File: src/rtl/ccff_chain_loader.sv
// Configuration-chain loader: unpacks bitstream words LSB-first onto ccff_head and gates chain_en.
// Optional readback/CRC-8 verification is built when CCFF_READBACK_EN is defined.
module ccff_chain_loader #(
    parameter int unsigned CHAIN_LEN = 5,
    parameter int unsigned WORD_W    = 8,
    parameter int unsigned CNT_W     = 16
) (
    input  logic              prog_clk,
    input  logic              prog_reset_n,
    input  logic              start,
    input  logic [WORD_W-1:0] bs_data,
    input  logic              bs_valid,
    output logic              bs_ready,
    output logic              ccff_head,
    input  logic              ccff_tail,
    output logic              chain_en,
    output logic              busy,
    output logic              done,
    output logic              error
);

    localparam int unsigned N_WORDS   = (CHAIN_LEN + WORD_W - 1) / WORD_W;
    localparam int unsigned LAST_BITS = CHAIN_LEN - (N_WORDS - 1) * WORD_W;

    typedef enum logic [1:0] {IDLE, LOAD, VERIFY} state_t;

    state_t              state_q, state_n;
    logic [WORD_W-1:0]   buf_q, buf_n;
    logic [CNT_W-1:0]    bits_left_q, bits_left_n;
    logic [CNT_W-1:0]    words_left_q, words_left_n;
    logic                head_q, head_n;
    logic                en_q, en_n;
    logic                ready_q, ready_n;
    logic                busy_q, busy_n;
    logic                done_q, done_n;
    logic                accept;

`ifdef CCFF_READBACK_EN
    logic [7:0]          crc_load_q, crc_load_n;
    logic [7:0]          crc_tail_q, crc_tail_n;
    logic [CNT_W-1:0]    vcnt_q, vcnt_n;
    logic                error_q, error_n;

    // Serial CRC-8, polynomial x^8+x^2+x+1
    function automatic logic [7:0] crc8_step(input logic [7:0] c, input logic b);
        logic fb;
        fb = c[7] ^ b;
        crc8_step = {c[6:0], 1'b0} ^ (fb ? 8'h07 : 8'h00);
    endfunction
`endif

    assign accept = bs_valid && ready_q;

    // Next-state and next-output logic
    always_comb begin
        state_n      = state_q;
        buf_n        = buf_q;
        bits_left_n  = bits_left_q;
        words_left_n = words_left_q;
        head_n       = head_q;
        en_n         = 1'b0;
        done_n       = done_q;
`ifdef CCFF_READBACK_EN
        crc_load_n   = crc_load_q;
        crc_tail_n   = crc_tail_q;
        vcnt_n       = vcnt_q;
        error_n      = error_q;
`endif
        case (state_q)
            IDLE: begin
                if (start) begin
                    state_n      = LOAD;
                    words_left_n = CNT_W'(N_WORDS);
                    bits_left_n  = '0;
                    done_n       = 1'b0;
`ifdef CCFF_READBACK_EN
                    crc_load_n   = 8'h00;
                    crc_tail_n   = 8'h00;
                    error_n      = 1'b0;
`endif
                end
            end
            LOAD: begin
`ifdef CCFF_READBACK_EN
                if (en_q) crc_load_n = crc8_step(crc_load_q, head_q);
`endif
                if (accept) begin
                    buf_n        = bs_data >> 1;
                    head_n       = bs_data[0];
                    en_n         = 1'b1;
                    bits_left_n  = (words_left_q == CNT_W'(1)) ? CNT_W'(LAST_BITS) : CNT_W'(WORD_W);
                    words_left_n = words_left_q - CNT_W'(1);
                end else if (bits_left_q > CNT_W'(1)) begin
                    buf_n       = buf_q >> 1;
                    head_n      = buf_q[0];
                    en_n        = 1'b1;
                    bits_left_n = bits_left_q - CNT_W'(1);
                end else if (bits_left_q == CNT_W'(1)) begin
                    bits_left_n = '0;
                    // Last bit of the whole chain is being shifted this cycle
                    if (words_left_q == '0) begin
`ifdef CCFF_READBACK_EN
                        state_n = VERIFY;
                        en_n    = 1'b1;
                        vcnt_n  = CNT_W'(CHAIN_LEN - 1);
`else
                        state_n = IDLE;
                        done_n  = 1'b1;
`endif
                    end
                end
            end
`ifdef CCFF_READBACK_EN
            VERIFY: begin
                crc_tail_n = crc8_step(crc_tail_q, ccff_tail);
                if (vcnt_q == '0) begin
                    state_n = IDLE;
                    done_n  = 1'b1;
                    error_n = (crc_tail_n != crc_load_q);
                end else begin
                    vcnt_n = vcnt_q - CNT_W'(1);
                    en_n   = 1'b1;
                end
            end
`endif
            default: state_n = IDLE;
        endcase
        ready_n = (state_n == LOAD) && (words_left_n != '0) && (bits_left_n <= CNT_W'(1));
        busy_n  = (state_n != IDLE);
    end

    always_ff @(posedge prog_clk or negedge prog_reset_n) begin
        if (!prog_reset_n) begin
            state_q      <= IDLE;
            buf_q        <= '0;
            bits_left_q  <= '0;
            words_left_q <= '0;
            head_q       <= 1'b0;
            en_q         <= 1'b0;
            ready_q      <= 1'b0;
            busy_q       <= 1'b0;
            done_q       <= 1'b0;
`ifdef CCFF_READBACK_EN
            crc_load_q   <= '0;
            crc_tail_q   <= '0;
            vcnt_q       <= '0;
            error_q      <= 1'b0;
`endif
        end else begin
            state_q      <= state_n;
            buf_q        <= buf_n;
            bits_left_q  <= bits_left_n;
            words_left_q <= words_left_n;
            head_q       <= head_n;
            en_q         <= en_n;
            ready_q      <= ready_n;
            busy_q       <= busy_n;
            done_q       <= done_n;
`ifdef CCFF_READBACK_EN
            crc_load_q   <= crc_load_n;
            crc_tail_q   <= crc_tail_n;
            vcnt_q       <= vcnt_n;
            error_q      <= error_n;
`endif
        end
    end

    assign bs_ready = ready_q;
    assign chain_en = en_q;
    assign busy     = busy_q;
    assign done     = done_q;

`ifdef CCFF_READBACK_EN
    // During VERIFY the chain recirculates its own output
    assign ccff_head = (state_q == VERIFY) ? ccff_tail : head_q;
    assign error     = error_q;
`else
    logic unused_tail;
    assign unused_tail = ccff_tail;
    assign ccff_head   = head_q;
    assign error       = 1'b0;
`endif

endmodule

File: config.mk
export PLATFORM = sky130hd
export DESIGN_NAME = ccff_chain_loader
export DESIGN_NICKNAME = d
export VERILOG_FILES = /design/src/rtl/ccff_chain_loader.sv
export SDC_FILE = /design/constraint.sdc
export NUM_CORES = 1
export LEC_CHECK = 0
export CORE_MARGIN = 4
export CORE_UTILIZATION = 40
export CTS_CLUSTER_DIAMETER = 60
export CTS_CLUSTER_SIZE = 14
export DETAILED_ROUTE_END_ITERATION = 10
export PLACE_DENSITY = 0.57
export SLEW_MARGIN = 20
export SYNTH_ARGS = -nofsm -noshare
export SYNTH_HDL_FRONTEND = slang
export SYNTH_SLANG_ARGS = --single-unit
File: constraint.sdc
create_clock -name prog_clk -period 6 [get_ports prog_clk]
set_input_delay 1.2 -clock prog_clk [delete_from_list [all_inputs] [get_ports prog_clk]]
set_output_delay 1.2 -clock prog_clk [all_outputs]
set_load 0.02 [all_outputs]
==> metrics.yaml, run 1 <==
pwr:
  ir_worst_vdd_v: 0.000120
  p_clk_share_pct: 16.2
  p_total_mw: 1.26
  power_frac_comb_pct: 45.6
  power.switching_mw: 0.550
  p_per_area_mw_per_mm2: 418
  pwr-share-seq_pct: 38.3
  netSwitchingFraction_pct: 43.7
  p_int_mw: 0.708
  power.leakage_nw: 1.25
clocking:
  cts_inserted_buffers: 5
  cts_root_buf: "clkbuf_8"
  cts_resized: 0
  cts_buffer_depth: 2
  ctsHoldBuffers: 0
  post_cts_buffers: 0
  clkLatencyLatePin_ns: 0.31
  cts_tree: "yes"
  htreeDepth: 2
  clkTransAtPathRegs_ns: 0.10
  clock-sinks: 46
cells_and_area:
  instances_no_fill: 380
  num_antenna_cells: 0
  regArea_sq_mm: 0.00115
  multi_input_area_sq_mm: 0.00148
  fin_util_pct: 46.3
  area_growth_pct: 9.67
  postLayoutCellArea_sq_mm: 0.00301
  num-fill-cells: 604
  finalNetCount: 319
  drive_gt1_share_pct: 7.92
global_route:
  grt_max_degree: 47
  grt_usage_pct: 15.4
  grt_pass1_wl_mm: 10.6
  overflow: 0
  grt_pass1_vias: 2121
  antenna_found_initial: 0
setup_path:
  required_ns: 6.19
  cp_max_fo: 14
  r2r_slack_ns: 2.91
  r2r_end: "bs_ready$_DFF_PN0_"
  start_kind: "primary input"
  cp.arrival_ns: 3.75
  worstSetupPathType: "in -> reg"
  cp-end-kind: "flop"
  reg2reg_from: "bits_left_q[15]$_DFF_PN0_"
  worstRegToRegCells: 7
routing:
  first_pass_iters: 4
  wl_mm: 6.07
  wl_per_cell_microns: 16.0
  via_per_inst: 5.92
  drtIter0Drc: 172
  final_antenna_net_count: 0
  drc: 0
  num_vias: 2248
yosys:
  yosysWarnings: 0
  netlist_instances: 294
  syn_area_sq_mm: 0.00274
  seq_area_frac_synth_pct: 42.0
  ys_ff_latch: 46
  avgSynthCellArea_sq_um: 9.33
  synth_edf_count: 0
  async_flop_share_pct: 100
  synth_cell_types: 62
  synth_ff_type: "dfrtp_1"
placement:
  gp_congestion: 0.792
  dp_cells: 372
  dp_hpwl_mm: 4.19
  port-buffer-count: 16
  place_area_sq_mm: 0.00291
  dpl_worst_slack_ns: 2.10
worst_hold_path:
  min_delay_path_depth: 2
  min_to: "ccff_head$_DFFE_PN0P_"
  min_from: "ccff_head$_DFFE_PN0P_"
  min_path_type: "reg -> reg"
floorplanning:
  initial_core_util_pct: 42.2
  die_w_microns: 90.8
  coreArea_sq_mm: 0.00649
  die-area_sq_mm: 0.00825
  rows: 29
  io_pins: 19
  die_y_microns: 90.8
run:
  cap_violations: 0
outcome:
  status: "completed"
sta:
  setup_slack_ns: 2.44
  layout_min_cycle_time_ns: 3.56
  setup_viol: 0
  rsz0062_at_grt: "false"
  slew_headroom_pct: 49.0
  fmax_mhz: 281
  finalMaxSlewViolations: 0
  whs_ns: 0.489
  fin_skew_ns: 0.0100
  tightest_slew_ns: 0.765
  fin_tns_setup_ns: 0
  finalHoldViolations: 0
  finalCritPeriodShare_pct: 59.3
[final cells by class]
class | instances | share of cell area (%)
clock buffers | 5 | 2.29
clock inverters | 3 | 0.790
inverters | 7 | 0.874
multi-input cells | 226 | 49.3
flip-flops and latches | 46 | 38.3
well taps | 77 | 3.20
repair buffers | 16 | 5.24
[worst max path at each step]
stage | startpoint | cells after the start | slack, ns | endpoint
6_report | bs_valid | 8 | 2.44 | bs_ready$_DFF_PN0_
5_1_grt | bs_valid | 8 | 2.20 | bs_ready$_DFF_PN0_
4_1_cts | bs_valid | 8 | 2.42 | bs_ready$_DFF_PN0_
3_5_place_dp | bs_valid | 8 | 2.10 | bs_ready$_DFF_PN0_
3_3_place_gp | bs_valid | 8 | 2.07 | bs_ready$_DFF_PN0_
2_1_floorplan | bs_valid | 9 | 3.15 | bs_ready$_DFF_PN0_
[layout by cell type, fill, tap and decap left out, types with 7 or more instances in the layout]
| cell type | netlist | final |
|---|---|---|
| dfrtp_1 | 46 | 46 |
| nor3b_1 | 7 | 7 |
| a21oi_1 | 7 | 7 |
| clkdlybuf4s50_1 | 0 | 15 |
| nor4_1 | 7 | 7 |
| mux2i_1 | 13 | 13 |
| nand3_1 | 10 | 10 |
| nand2_1 | 33 | 33 |
| inv_1 | 7 | 7 |
| nand4_1 | 10 | 10 |
| nor2_1 | 17 | 17 |
| nor3_1 | 8 | 8 |
| o21ai_0 | 24 | 24 |
| a31oi_1 | 8 | 8 |
[sequential cells by signal, summed over array words and instances (netlist names)]
signal,cells
bits_left_q,16
state_q,2
chain_en,1
bs_ready,1
ccff_head,1
words_left_q,16
buf_q,7
busy,1
done,1
[logic make-up after synthesis]
logic type	synth area share (%)
AND/OR/NAND/NOR	27.7
XOR/XNOR	0.639
multiplexers	4.74
flip-flops	42.0
buffers and inverters	4.06
other	0.137
AO/OA/AOI/OAI	18.9
adder cells (fa/ha/maj)	1.82
[worst max-delay path, cell delays in order]
cell	delay [ns]
clkdlybuf4s50_1	0.50
and4b_1	0.53
nand3_1	0.38
o311a_1	0.40
nor4_1	0.17
nand3_1	0.12
o31ai_1	0.38
nor4_2	0.06
[layer usage]
| layer | share of wire, % | global-route usage, % | up-vias |
|---|---|---|---|
| met5 | 0 | 0 | - |
| met4 | 0.94 | 4.52 | 0 |
| met3 | 3.3 | 2.33 | 6 |
| met2 | 42 | 22.4 | 33 |
| met1 | 54 | 23.5 | 1077 |
| li1 | - | - | 1132 |
[power by group through the flow]
stage / registers (mW) / clock network (mW) / logic [mW]
final: 0.482 / 0.203 / 0.573
after global routing: 0.497 / 0.222 / 0.648
after CTS: 0.480 / 0.210 / 0.576
after detailed placement: 0.486 / 0 / 0.573
after global placement: 0.485 / 0 / 0.571
after floorplan: 0.470 / 0 / 0.439
[cells in the mapped netlist (2+ instances only)]
cell      count  area (sq um)
dfrtp_1      46          1150
nand2_1      33           124
o21ai_0      24           120
nor2_1       17          63.8
mux2i_1      13           130
clkbuf_1     12          45.0
nand3_1      10          50.1
nand4_1      10          62.6
a31oi_1       8          50.1
nor3_1        8          40.0
a21oi_1       7          35.0
inv_1         7          26.3
nor3b_1       7          52.6
nor4_1        7          43.8
a211oi_1      5          37.5
o31ai_1       5          37.5
a21o_1        4          30.0
ha_1          4          50.1
nor4_2        4          50.1
o311ai_0      4          35.0
or3_1         4          25.0
nand2b_1      3          18.8
o211ai_1      3          22.5
a221oi_1      2          17.5
and2_1        2          12.5
and3_1        2          12.5
and4_1        2          17.5
and4b_1       2          20.0
buf_4         2          15.0
o41ai_1       2          17.5
or2_2         2          12.5
or3b_2        2          17.5
or4_4         2          22.5
(Power assumes the default switching activity.)
==> run 2, diff against run 1 <==
- PLACE_DENSITY: 0.57 -> 0.59
- clock period: 6 -> 2.9 ns (I/O delays scaled with it)
==> run 2 against run 1 <==
  * First-iteration DRC count rose by 4.7%
  * Core utilization rose by 3.0 points
  * Sequential share of layout area fell by 2.3 points
  * Largest cell class unchanged
  * Count of clock-buffer cells in the layout did not move
  * Total power rose by 120%
  * Sequential cell count did not move
  * Cell area rose by 6.4%
  * Non-clock buffer count rose by 26
  * Critical path depth fell by 1
==> metrics.yaml, run 2 (same netlist as run 1, synthesis figures left out) <==
outcome:
  status: "completed"  # unchanged
sta:
  slew_headroom_pct: 47.4  # was 49.0%
  fmax_mhz: 360
  finalCritPeriodShare_pct: 95.8
  rsz0062_at_grt: "false"  # unchanged
  layout_min_cycle_time_ns: 2.78
  finalHoldViolations: 0  # unchanged
  setup_viol: 0  # unchanged
  fin_skew_ns: 0.0133  # was 0.0100 ns
  tightest_slew_ns: 0.788  # was 0.765 ns
  fin_tns_setup_ns: 0  # unchanged
  whs_ns: 0.350  # was 0.489 ns
  finalMaxSlewViolations: 0  # unchanged
setup_path:
  cpMostUsedCell: "or4_4"  # was nand3_1
  required_ns: 3.12  # was 6.19 ns
  cp-end-kind: "flop"  # unchanged
  cp_max_fo: 6  # was 14
  crit_chain: "or4_4 > nand2b_4 > or4_4 > or4b_4 > o211ai_2 > o311ai_1 > nor4_2"  # was clkdlybuf4s50_1 > and4b_1 > nand3_1 > o311a_1 > nor4_1 > nand3_1 > o31ai_1 > nor4_2
  worstSetupPathType: "reg -> reg"  # was in -> reg
  start_kind: "flop"  # was primary input
  slowest_stage: "or4_4"  # was and4b_1
  cp.arrival_ns: 3.00  # was 3.75 ns
  worstRegToRegCells: 7  # unchanged
  cpPeakStageDelay_ns: 0.60  # was 0.53 ns
routing:
  first_pass_iters: 4  # unchanged
  wl_mm: 6.69  # was 6.07 mm
  drc: 0  # unchanged
  wl_per_cell_microns: 16.5  # was 16.0 microns
  drtIter0Drc: 180  # was 172
  num_vias: 2395  # was 2248
  final_antenna_net_count: 0  # unchanged
  via_per_inst: 5.90  # was 5.92
global_route:
  grt_pass1_wl_mm: 11.3  # was 10.6 mm
  grt_usage_pct: 16.7  # was 15.4%
  antenna_found_initial: 0  # unchanged
  overflow: 0  # unchanged
  grt_max_degree: 47  # unchanged
  grt_pass1_vias: 2191  # was 2121
cells_and_area:
  largestRegisters: "bits_left_q: 16 flops, words_left_q: 16 flops, buf_q: 7 flops"  # unchanged
  drive_gt1_share_pct: 15.2  # was 7.92%
  num_antenna_cells: 0  # unchanged
  final_common_cell: "dfrtp_1"  # unchanged
  mostFrequentLayoutCells: "46 x dfrtp_1, 33 x nand2_1, 26 x buf_4"  # was 46 x dfrtp_1, 33 x nand2_1, 24 x o21ai_0
  postLayoutCellArea_sq_mm: 0.00320  # was 0.00301 sq mm
  finalNetCount: 345  # was 319
  num-fill-cells: 613  # was 604
  area_growth_pct: 16.7  # was 9.67%
floorplanning:
  initial_core_util_pct: 42.2  # unchanged
  io_pins: 19  # unchanged
  coreArea_sq_mm: 0.00649  # unchanged
  die-area_sq_mm: 0.00825  # unchanged
  die_w_microns: 90.8  # unchanged
  rows: 29  # unchanged
  die_y_microns: 90.8  # unchanged
clocking:
  clock-sinks: 46  # unchanged
  clkLatencyLatePin_ns: 0.32  # was 0.31 ns
  cts_buffer_depth: 2  # unchanged
  cts_resized: 0  # unchanged
  clkTransAtPathRegs_ns: 0.09  # was 0.10 ns
  cts_root_buf: "clkbuf_8"  # unchanged
  ctsHoldBuffers: 0  # unchanged
  htreeDepth: 2  # unchanged
  cts_inserted_buffers: 5  # unchanged
  cts_tree: "yes"  # unchanged
  post_cts_buffers: 0  # unchanged
worst_hold_path:
  min_path_type: "in -> async"  # was reg -> reg
pwr:
  ir_worst_vdd_v: 0.000247  # was 0.000120 V
  power.leakage_nw: 1.38  # was 1.25 nW
  p_per_area_mw_per_mm2: 875  # was 418 mW/mm^2
placement:
  port-buffer-count: 16  # unchanged
  gp_congestion: 0.909  # was 0.792
  dp_hpwl_mm: 4.78  # was 4.19 mm
  place_area_sq_mm: 0.00311  # was 0.00291 sq mm
run:
  cap_violations: 0  # unchanged
run 2: cell types whose count changed in the layout (fill, tap and decap cells not counted):
cell and delta:
buf_2 +1, buf_4 +25, clkinv_4 +1, clkinvlp_4 -1
run 2: where the power goes:
group	leakage, nW	switching (mW)	internal (mW)
logic	0.712	0.751	0.630
registers	0.620	0.205	0.791
clock network	0.0447	0.250	0.174
total	1.38	1.21	1.60
run 2: worst paths after layout:
kind                                          startpoint                         end  slack, ns
worst min-delay path                        prog_reset_n    bits_left_q[8]$_DFF_PN0_       0.35
worst max register to register  bits_left_q[0]$_DFF_PN0_          bs_ready$_DFF_PN0_       0.12
min in group prog_clk               buf_q[2]$_DFFE_PN0P_        buf_q[2]$_DFFE_PN0P_       0.50
worst max-delay path            bits_left_q[0]$_DFF_PN0_          bs_ready$_DFF_PN0_       0.12
max in group asynchronous                   prog_reset_n  words_left_q[14]$_DFF_PN0_       2.14
worst min register to register      buf_q[2]$_DFFE_PN0P_        buf_q[2]$_DFFE_PN0P_       0.50
run 2: final cells by class:
type / instances / area (sq um) / area share, %
inverters: 7 / 26.3 / 0.821
clock inverters: 3 / 25.0 / 0.782
clock buffers: 5 / 68.8 / 2.15
well taps: 77 / 96.3 / 3.01
multi-input cells: 226 / 1480 / 46.3
flip-flops and latches: 46 / 1150 / 36.0
repair buffers: 42 / 350 / 10.9
run 2: layer usage:
metal	global-route usage [%]	part of all wire, %
met1	25.5	52
met5	0	0
met2	23.7	42
met3	3.42	4.2
met4	4.90	1.4
run 2: per-stage QoR:
step | power [mW] | utilization, % | std cells | setup slack [ns]
3_5_place_dp | 2.36 | 47.9 | 398 | -0.00148
4_1_cts | 2.80 | 49.3 | 406 | 0.130
5_1_grt | 3.01 | 49.3 | 406 | 0.0248
6_report | 2.80 | 49.3 | 406 | 0.121
2_1_floorplan | 1.88 | - | 295 | 0.323
3_3_place_gp | 2.35 | 47.9 | 398 | 0.0531
run 2: critical path: cells and delay by family, from the launching register on:
| kind | cells | cell delay [ns] |
|---|---|---|
| AO/OA/AOI/OAI | 2 | 0.24 |
| AND/OR/NAND/NOR | 5 | 2.02 |
| flip-flops | 1 | 0.45 |
==> run 3, diff against run 2 <==
- CAP_MARGIN: unset -> 20
==> results of run 3 <==
The final DEF is identical to that of run 2; final timing and power are the same.
